===== src/rtl/tile_query_arbiter.sv =====
// tile_query_arbiter: round-robin arbiter sharing one tile-map lookup port among four requesters.
// Define TILE_QUERY_LOCK_EN to compile in lock ownership with an idle timeout.
module tile_query_arbiter #(
    parameter int LOCK_TIMEOUT = 16,
    parameter int COORD_W = 10
) (
    input  logic                 clk,
    input  logic                 rst_n,
    input  logic [3:0]           req,
    input  logic [4*COORD_W-1:0] req_x,
    input  logic [4*COORD_W-1:0] req_y,
    input  logic [3:0]           lock,
    output logic [3:0]           gnt,
    output logic [COORD_W-1:0]   tile_x,
    output logic [COORD_W-1:0]   tile_y,
    output logic                 tile_en,
    input  logic [2:0]           tile_type,
    output logic [3:0]           rsp_valid,
    output logic [2:0]           rsp_type
);
`ifdef TILE_QUERY_LOCK_EN
    localparam bit LockEn = 1'b1;
`else
    localparam bit LockEn = 1'b0;
`endif
    typedef enum logic {ARB, OWNED} state_t;
    state_t state, nextState;
    logic [1:0] ptr, nextPtr, owner, nextOwner, win, pendWin;
    logic [7:0] idleCnt, nextIdle;
    logic xfer;
    always_comb begin
        win = ptr;
        xfer = 1'b0;
        nextState = state;
        nextPtr = ptr;
        nextOwner = owner;
        nextIdle = idleCnt;
        for (int k = 0; k < 4; k++)
            if (!xfer && req[ptr + 2'(k)]) begin
                win = ptr + 2'(k);
                xfer = 1'b1;
            end
        if (state == OWNED) begin
            win = owner;
            xfer = req[owner];
        end
        gnt = xfer ? 4'b0001 << win : 4'b0000;
        if (state == ARB) begin
            if (xfer && lock[win] && LockEn) begin
                nextState = OWNED;
                nextOwner = win;
                nextIdle = '0;
            end else if (xfer)
                nextPtr = win + 2'd1;
        end else if (xfer) begin
            nextIdle = '0;
            nextState = lock[owner] ? OWNED : ARB;
            nextPtr = lock[owner] ? ptr : owner + 2'd1;
        end else if (idleCnt + 8'd1 == 8'(LOCK_TIMEOUT)) begin
            // owner went quiet too long: release so the others are not starved
            nextState = ARB;
            nextPtr = owner + 2'd1;
            nextIdle = '0;
        end else
            nextIdle = idleCnt + 8'd1;
    end
    always_ff @(posedge clk or negedge rst_n)
        if (!rst_n) begin
            state <= ARB;
            ptr <= '0;
            owner <= '0;
            idleCnt <= '0;
            tile_x <= '0;
            tile_y <= '0;
            tile_en <= 1'b0;
            pendWin <= '0;
            rsp_valid <= '0;
            rsp_type <= '0;
        end else begin
            state <= nextState;
            ptr <= nextPtr;
            owner <= nextOwner;
            idleCnt <= nextIdle;
            tile_en <= xfer;
            if (xfer) begin
                tile_x <= req_x[win*COORD_W +: COORD_W];
                tile_y <= req_y[win*COORD_W +: COORD_W];
                pendWin <= win;
            end
            rsp_valid <= tile_en ? 4'b0001 << pendWin : 4'b0000;
            if (tile_en)
                rsp_type <= tile_type;
        end
endmodule


===== config.mk =====
export PLATFORM = sky130hd
export DESIGN_NAME = tile_query_arbiter
export DESIGN_NICKNAME = d
export VERILOG_FILES = /design/src/rtl/tile_query_arbiter.sv
export SDC_FILE = /design/constraint.sdc
export NUM_CORES = 1
export LEC_CHECK = 0
export ABC_CLOCK_PERIOD_IN_PS = 3850
export CORE_MARGIN = 10
export CORE_UTILIZATION = 43
export CTS_CLUSTER_SIZE = 30
export DETAILED_ROUTE_END_ITERATION = 16
export PLACE_DENSITY = 0.79
export SYNTH_ARGS = -nofsm -noshare
export SYNTH_HDL_FRONTEND = slang
export SYNTH_SLANG_ARGS = --single-unit

===== constraint.sdc =====
create_clock -name clk -period 3.85 [get_ports clk]
set_input_delay 0.9625 -clock clk [delete_from_list [all_inputs] [get_ports clk]]
set_output_delay 0.9625 -clock clk [all_outputs]
set_load 0.02 [all_outputs]

==> metrics, run 1 <==
Synth cell types=51; largest net degree at the start of global routing=42; Final WS setup=0.0566 ns; Worst Hold Path EP=rsp_valid[2]; FMAX=264 MHz; HP Start=pendWin[0]; met2 usage=0.285; total chip power=2.44 mW; die area=10500 um2; worst slack, placed=-0.400 ns; CTS tree=done; Die X=103 um; hold buffers post-CTS=0; Syn Inst Count=293; Final Hold Viols=0; Synth async-reset ratio=1.00; RR Startpoint=state; RSZ-0062 raised after global routing=no; Max clock buf depth=2; DRT Pass-1 Iters=4; met1 GRT Util=0.187; fillers=550; power density over cell area=551 nW/um2; number of synthesized flops with an enable pin=0; CTS clock-pin slew for the worst setup and hold paths=0.08 ns; clk root buf=clkbuf_8; total clock buffers created by CTS=5; DR vias=2747; WL final=8920 um; Setup CP Type=in -> out; Synth Net Count=392; later-pin clock latency in the skew report=0.29 ns; CP startpoint kind=input pin; register-to-register setup slack=1.25 ns; GRT Total Usage=0.163; Main synth FF type=dfrtp_1; worst-margin pin slew=0.935 ns; most common cell after layout, fill and taps aside=clkdlybuf4s50_1; Crit Path Max Fanout=3; Sink Count=41; YS warnings=0; worst hold stages=1; number of global-route vias before repair=2817; Starting Density=0.437; I/O Buffers=121; initial antenna violation count=0; ANT cells=0; Seq/Total Area, Yosys=0.350; Slew headroom=0.377; Final ANT Viol Nets=0; GR Layer Usage met3=0.0389; R2R Path End=tile_y[2]; row cnt=30; post-layout min period=3.79 ns; Initial DRC Count=135; Final Net Count=531; first-pass GRT wire length=13900 um; critical path required time=2.89 ns; setup repair bufs after CTS=0; Slew Limit Fails=0; outcome=finished, final reports clean; Mapped Area=2930 um2; clock skew=0.00448 ns; count of final setup violators=0; total grt overflow=0; placed wire-length estimate=7000 um; Core ar.=6720 um2; H-tree depth=2; Top Usage Layer GRT=met2; # IOs=125; Seq cells post-synth=41; die span in y=103 um; crit end category=output port; GPL Wtd Cong=0.804; MaxCap Viol Count=0; Synth Area per Inst=10.0 um2; ratio of cells with drive above 1 in the final layout=0.192; Vias per Instance=5.35; fin crit share=0.985; Max IR drop VDD=0.000294 V; area delta synth->final=50.7%; Pleak=1.82 nW; wire length per cell=17.4 um; worst hold path class=reg -> reg; commonest non-fill, non-tap cells in the layout=113 x clkdlybuf4s50_1, 44 x and2_1, 41 x dfrtp_1; crit path DAT=2.83 ns; Post-route DRC=0; cells on worst reg2reg path=8
flip-flops by register name, summed over array words and instances (netlist names):
name and cells:
state 1, pendWin 2, tile_x 10, rsp_valid 4
tile_y 10, tile_en 1, rsp_type 3, ptr 2
idleCnt 8
worst max-delay path by stage:
stage	startpoint	endpoint	slack (ns)	depth (start not counted)
6_report	req[3]	gnt[3]	0.06	8
5_1_grt	req[3]	gnt[3]	0.005	8
4_1_cts	req[3]	gnt[2]	0.01	9
3_5_place_dp	req[2]	gnt[2]	-0.40	8
3_3_place_gp	req[2]	gnt[2]	-0.37	8
2_1_floorplan	req[2]	gnt[0]	0.35	7
power breakdown:
part	switching [mW]	internal, mW	total (mW)	leakage, nW
clock network	0.158	0.125	0.283	0.0439
logic	0.755	0.721	1.48	1.32
registers	0.0982	0.579	0.677	0.459
cell type report:
cell class	instances	area, um2	area share
Clock inverter	3	17.5	0.00396
Timing Repair Buffer	148	1390	0.315
Inverter	14	52.6	0.0119
Multi-Input combinational cell	222	1760	0.399
Sequential cell	41	1030	0.232
Clock buffer	5	68.8	0.0156
Tap cell	80	100	0.0226
cells by family after synthesis:
| logic type | after synthesis | synth area share |
|---|---|---|
| and+or+nand+nor | 116 | 0.220 |
| xor gates and xnor gates | 3 | 0.00896 |
| adders and majority gates | 6 | 0.0256 |
| muxes | 25 | 0.0874 |
| AOI/OAI and AO/OA | 72 | 0.256 |
| buffers and inverters | 30 | 0.0520 |
| DFF | 41 | 0.350 |
critical path: stages:
cell             delay, ns
clkdlybuf4s50_1       0.50
nor2b_1               0.06
or3_1                 0.36
and2_1                0.18
nor2_4                0.13
ha_1                  0.15
and2_1                0.11
dlygate4sd2_1         0.37
timing repair:
| item | CTS | global route |
|---|---|---|
| pin swaps | 0 | 0 |
| endpoints found under the setup margin | 4 | 3 |
| gates resized for setup | 10 | 3 |
| cloned | 0 | 0 |
per-stage QoR:
step            util  area (um2)  instances  hold slack (ns)  setup TNS [ns]
6_report       0.658        4420        513            0.505               0
5_1_grt        0.658        4420        513            0.531               0
4_1_cts        0.659        4430        513            0.501               0
3_5_place_dp   0.646        4340        505            0.483           -1.55
3_3_place_gp   0.646        4340        505            0.479           -1.47
2_1_floorplan      -        2930        293            0.455               0
cell usage after synthesis (2+ instances only):
cell type | number | area, um2
o21ai_0 | 6 | 30.0
a211oi_1 | 11 | 82.6
inv_2 | 2 | 7.51
or3_1 | 3 | 18.8
or2_2 | 2 | 12.5
a2111oi_2 | 19 | 285
a31oi_1 | 2 | 12.5
nor4_1 | 2 | 12.5
ha_1 | 6 | 75.1
o22a_1 | 2 | 17.5
nor2_1 | 26 | 97.6
nand2_1 | 15 | 56.3
dfrtp_1 | 41 | 1030
mux2_2 | 5 | 56.3
a21oi_1 | 3 | 15.0
clkbuf_1 | 6 | 22.5
a2111oi_4 | 2 | 55.1
buf_6 | 4 | 45.0
inv_1 | 11 | 41.3
nand3_1 | 3 | 15.0
a211oi_2 | 10 | 125
mux2i_1 | 20 | 200
and2_1 | 44 | 275
buf_2 | 4 | 20.0
o31ai_1 | 2 | 15.0
nor2b_1 | 6 | 37.5
and3_1 | 3 | 18.8
nand4_1 | 2 | 12.5
xnor2_1 | 2 | 17.5
nor3b_1 | 3 | 22.5
o22ai_1 | 6 | 37.5
routing by layer:
metal | wire (um) | up-vias
li1 | - | 1346
met1 | 3520 | 1295
met2 | 4530 | 90
met3 | 599 | 16
met4 | 265 | 0
met5 | 0 | -
Note: power is estimated with default switching activity, not from simulation.
==> run 2: changes to the inputs <==
Settings changed: CTS_CLUSTER_SIZE 30 to 12, GPL_ROUTABILITY_DRIVEN from default to 0.
==> results of run 2 <==
No change in the layout: final DEF, timing and power equal those of run 1.
==> run 3: changes to the inputs <==
Settings changed: ABC_AREA from default to 1, CORE_MARGIN 10 to default, CORE_UTILIZATION 43 to 44.
==> run 3 against run 2 <==
Sequential share of layout area down 0.61 points. Flip-flop and latch count unchanged. Sequential power up 10%. Combinational power up 130%. Register-to-register slack worse by 0.22 ns. Critical endpoint is now gnt[1]. Routed wire length down 7.0%. Maximum frequency up 6.1%. Synthesized cell count up 66%. Non-clock buffer count down 6. Clock-buffer cell count up 1. Global-route usage up 7.4 points.
==> metrics, run 3 <==
later-pin clock latency in the skew report=0.30 ns (was 0.29 ns); clk root buf=clkbuf_8 (unchanged); Seq cells post-synth=41 (unchanged); slowest stage delay, CP=0.26 ns (was 0.50 ns); Final ANT Viol Nets=0 (unchanged); worst-margin pin slew=0.902 ns (was 0.935 ns); RR Startpoint=ptr[0] (was state); crit path DAT=2.61 ns (was 2.83 ns); Main synth FF type=dfrtp_1 (unchanged); clock skew=0.00952 ns (was 0.00448 ns); ANT cells=0 (unchanged); RSZ-0062 raised after global routing=no (unchanged); Synth Area per Inst=6.38 um2 (was 10.0 um2); Sink Count=41 (unchanged); most frequent cell after synthesis=nand2_1 (was and2_1); total clock buffers created by CTS=5 (unchanged); Syn Inst Count=486 (was 293); Yosys top cell by area=dfrtp_1 (unchanged); critical path's most frequent cell=nand2_1 (was and2_1); worst hold path class=reg -> reg (unchanged); Die X=85.9 um (was 103 um); Vias per Instance=4.77 (was 5.35); commonest non-fill, non-tap cells in the layout=202 x nand2_1, 112 x clkdlybuf4s50_1, 60 x inv_1 (was 113 x clkdlybuf4s50_1, 44 x and2_1, 41 x dfrtp_1); Synth Net Count=585 (was 392); Pleak=2.42 nW (was 1.82 nW); area of the multi-input gates=1650 um2 (was 1760 um2); die area=7390 um2 (was 10500 um2); CP Cell Sequence=dlygate4sd2_1 -> nand2_1 -> nand2_2 -> nand2_2 -> nand2_4 -> nor2_8 -> nand2_2 -> nand2_1 -> nand2_1 -> nand2_1 -> nand3_2 -> buf_6 -> ha_1 -> inv_1 -> nor2_1 -> buf_4 (was clkdlybuf4s50_1 -> nor2b_1 -> or3_1 -> and2_1 -> nor2_4 -> ha_1 -> and2_1 -> dlygate4sd2_1); Setup CP Type=in -> out (unchanged); initial antenna violation count=0 (unchanged); row cnt=30 (unchanged); Mapped Area=3100 um2 (was 2930 um2); Synth async-reset ratio=1.00 (unchanged); Max clock buf depth=2 (unchanged); Starting Density=0.456 (was 0.437); Synth cell types=32 (was 51); FMAX=280 MHz (was 264 MHz); ratio of cells with drive above 1 in the final layout=0.0988 (was 0.192); leading registers by flop count=tile_x (10), tile_y (10), idleCnt (8) (unchanged); worst hold stages=1 (unchanged); Core ar.=6790 um2 (was 6720 um2); number of global-route vias before repair=3040 (was 2817); WL final=8300 um (was 8920 um); H-tree depth=2 (unchanged); Fin Hold WS=0.471 ns (was 0.505 ns); top cell type's share of synthesized area=0.331 (was 0.350); Inst Count DP=694 (was 505); I/O Buffers=121 (unchanged); post-route insts no fill=703 (was 513); Final Cell Area=4540 um2 (was 4420 um2); Seq/Total Area, Yosys=0.331 (was 0.350); placed wire-length estimate=6080 um (was 7000 um); DRT Pass-1 Iters=4 (unchanged); post-layout min period=3.58 ns (was 3.79 ns); Initial DRC Count=113 (was 135); most common cell after layout, fill and taps aside=nand2_1 (was clkdlybuf4s50_1); GRT Total Usage=0.237 (was 0.163); wire length per cell=11.8 um (was 17.4 um); first-pass GRT wire length=13800 um (was 13900 um); HP Start=pendWin[0] (unchanged); largest net degree at the start of global routing=42 (unchanged); area delta synth->final=46.4% (was 50.7%); power density over cell area=972 nW/um2 (was 551 nW/um2); cells on worst reg2reg path=12 (was 8); MaxCap Viol Count=0 (unchanged); count of final setup violators=0 (unchanged); CTS clock-pin slew for the worst setup and hold paths=0.08 ns (about the same); top post-synthesis cells by count=207 x nand2_1, 60 x inv_1, 44 x nand4_1, 41 x dfrtp_1, 35 x nand3_1 (was 44 x and2_1, 41 x dfrtp_1, 26 x nor2_1, 20 x mux2i_1, 19 x a2111oi_2); # IOs=125 (unchanged); hold buffers post-CTS=0 (unchanged); register area=1030 um2 (unchanged); CP Launch Point=req[0] (was req[3]); Cell Area, Placed=4430 um2 (was 4340 um2); DR vias=3351 (was 2747); outcome=finished, final reports clean (unchanged); Final Hold Viols=0 (unchanged); R2R Path End=tile_x[1] (was tile_y[2]); fin crit share=0.929 (was 0.985); Max IR drop VDD=0.000463 V (was 0.000294 V); fillers=621 (was 550); Slew Limit Fails=0 (unchanged); total chip power=4.41 mW (was 2.44 mW); die span in y=85.9 um (was 103 um); YS warnings=0 (unchanged); CP max-delay cell=dlygate4sd2_1 (was clkdlybuf4s50_1); critical path required time=2.89 ns (about the same); total grt overflow=0 (unchanged); CP Capture Point=gnt[1] (was gnt[3]); Post-route DRC=0 (unchanged); CP startpoint kind=input pin (unchanged); Slew headroom=0.399 (was 0.377); register-to-register setup slack=1.03 ns (was 1.25 ns); Final Net Count=705 (was 531); largest cells by area after synthesis=dfrtp_1 33%, nand2_1 25%, nand4_1 8.9% (was dfrtp_1 35%, a2111oi_2 9.7%, and2_1 9.4%); CTS tree=done (unchanged); crit end category=output port (unchanged); Crit Path Max Fanout=6 (was 3); number of synthesized flops with an enable pin=0 (unchanged)
## run 3: cell count changes after synthesis, sizes merged, moves of 20 or more
cell,delta
a2111oi,-22
nand3,+35
nand2,+198
nand4,+43
mux2i,-20
and2,-44
inv,+56
a211oi,-21
## run 3: area by class of cell
type | instances | share of cell area
inverter | 78 | 0.0650
sequential | 41 | 0.226
tap | 96 | 0.0265
clock inverter | 2 | 0.00303
clock buffer | 6 | 0.0182
multi-input combinational | 338 | 0.362
timing repair buffer | 142 | 0.299
## run 3: through the flow
stage,setup TNS [ns],worst slack [ns],util
detailed placement,-1.58,-0.412,0.652
global route,0,0.110,0.668
global placement,-1.29,-0.326,0.652
finish,0,0.274,0.668
CTS,-0.000273,-0.000273,0.664
floorplan,0,0.471,-
## run 3: cells by family after synthesis
logic type                 Yosys count  synth area share
AOI/OAI and AO/OA                   15            0.0299
xor gates and xnor gates             6            0.0169
adders and majority gates            6            0.0242
buffers and inverters              107             0.142
DFF                                 41             0.331
and+or+nand+nor                    311             0.456
## run 3: worst min-delay path by stage
stage	to	slack [ns]
3_3_place_gp	rsp_valid[0]	0.45
3_5_place_dp	rsp_valid[2]	0.45
6_report	rsp_valid[0]	0.47
4_1_cts	rsp_valid[2]	0.47
2_1_floorplan	rsp_valid[2]	0.43
5_1_grt	rsp_valid[2]	0.50
## run 3: power breakdown
group | switching [mW] | internal [mW] | leakage, nW
Combinational | 2.04 | 1.33 | 1.90
Clock | 0.153 | 0.145 | 0.0512
Sequential | 0.114 | 0.630 | 0.470
Total | 2.31 | 2.10 | 2.42
## run 3: critical path: cells and delay by family
kind,cells,cell delay (ns)
AND/OR/NAND/NOR,11,0.83
buffers and inverters,4,0.62
adder cells (fa/ha/maj),1,0.17
## run 3: metal layers
layer,vias to the layer above,GRT usage,wire (um)
met3,9,0.0423,544
met4,0,0.0909,132
met1,1475,0.291,3550
met2,115,0.411,4070
met5,-,0,0
li1,1752,-,-
## run 3: what timing repair did
action | in CTS | in global routing
setup buffers | 0 | 1
setup endpoints to repair | 4 | 4
pin swaps | 1 | 4
resized for setup | 19 | 8
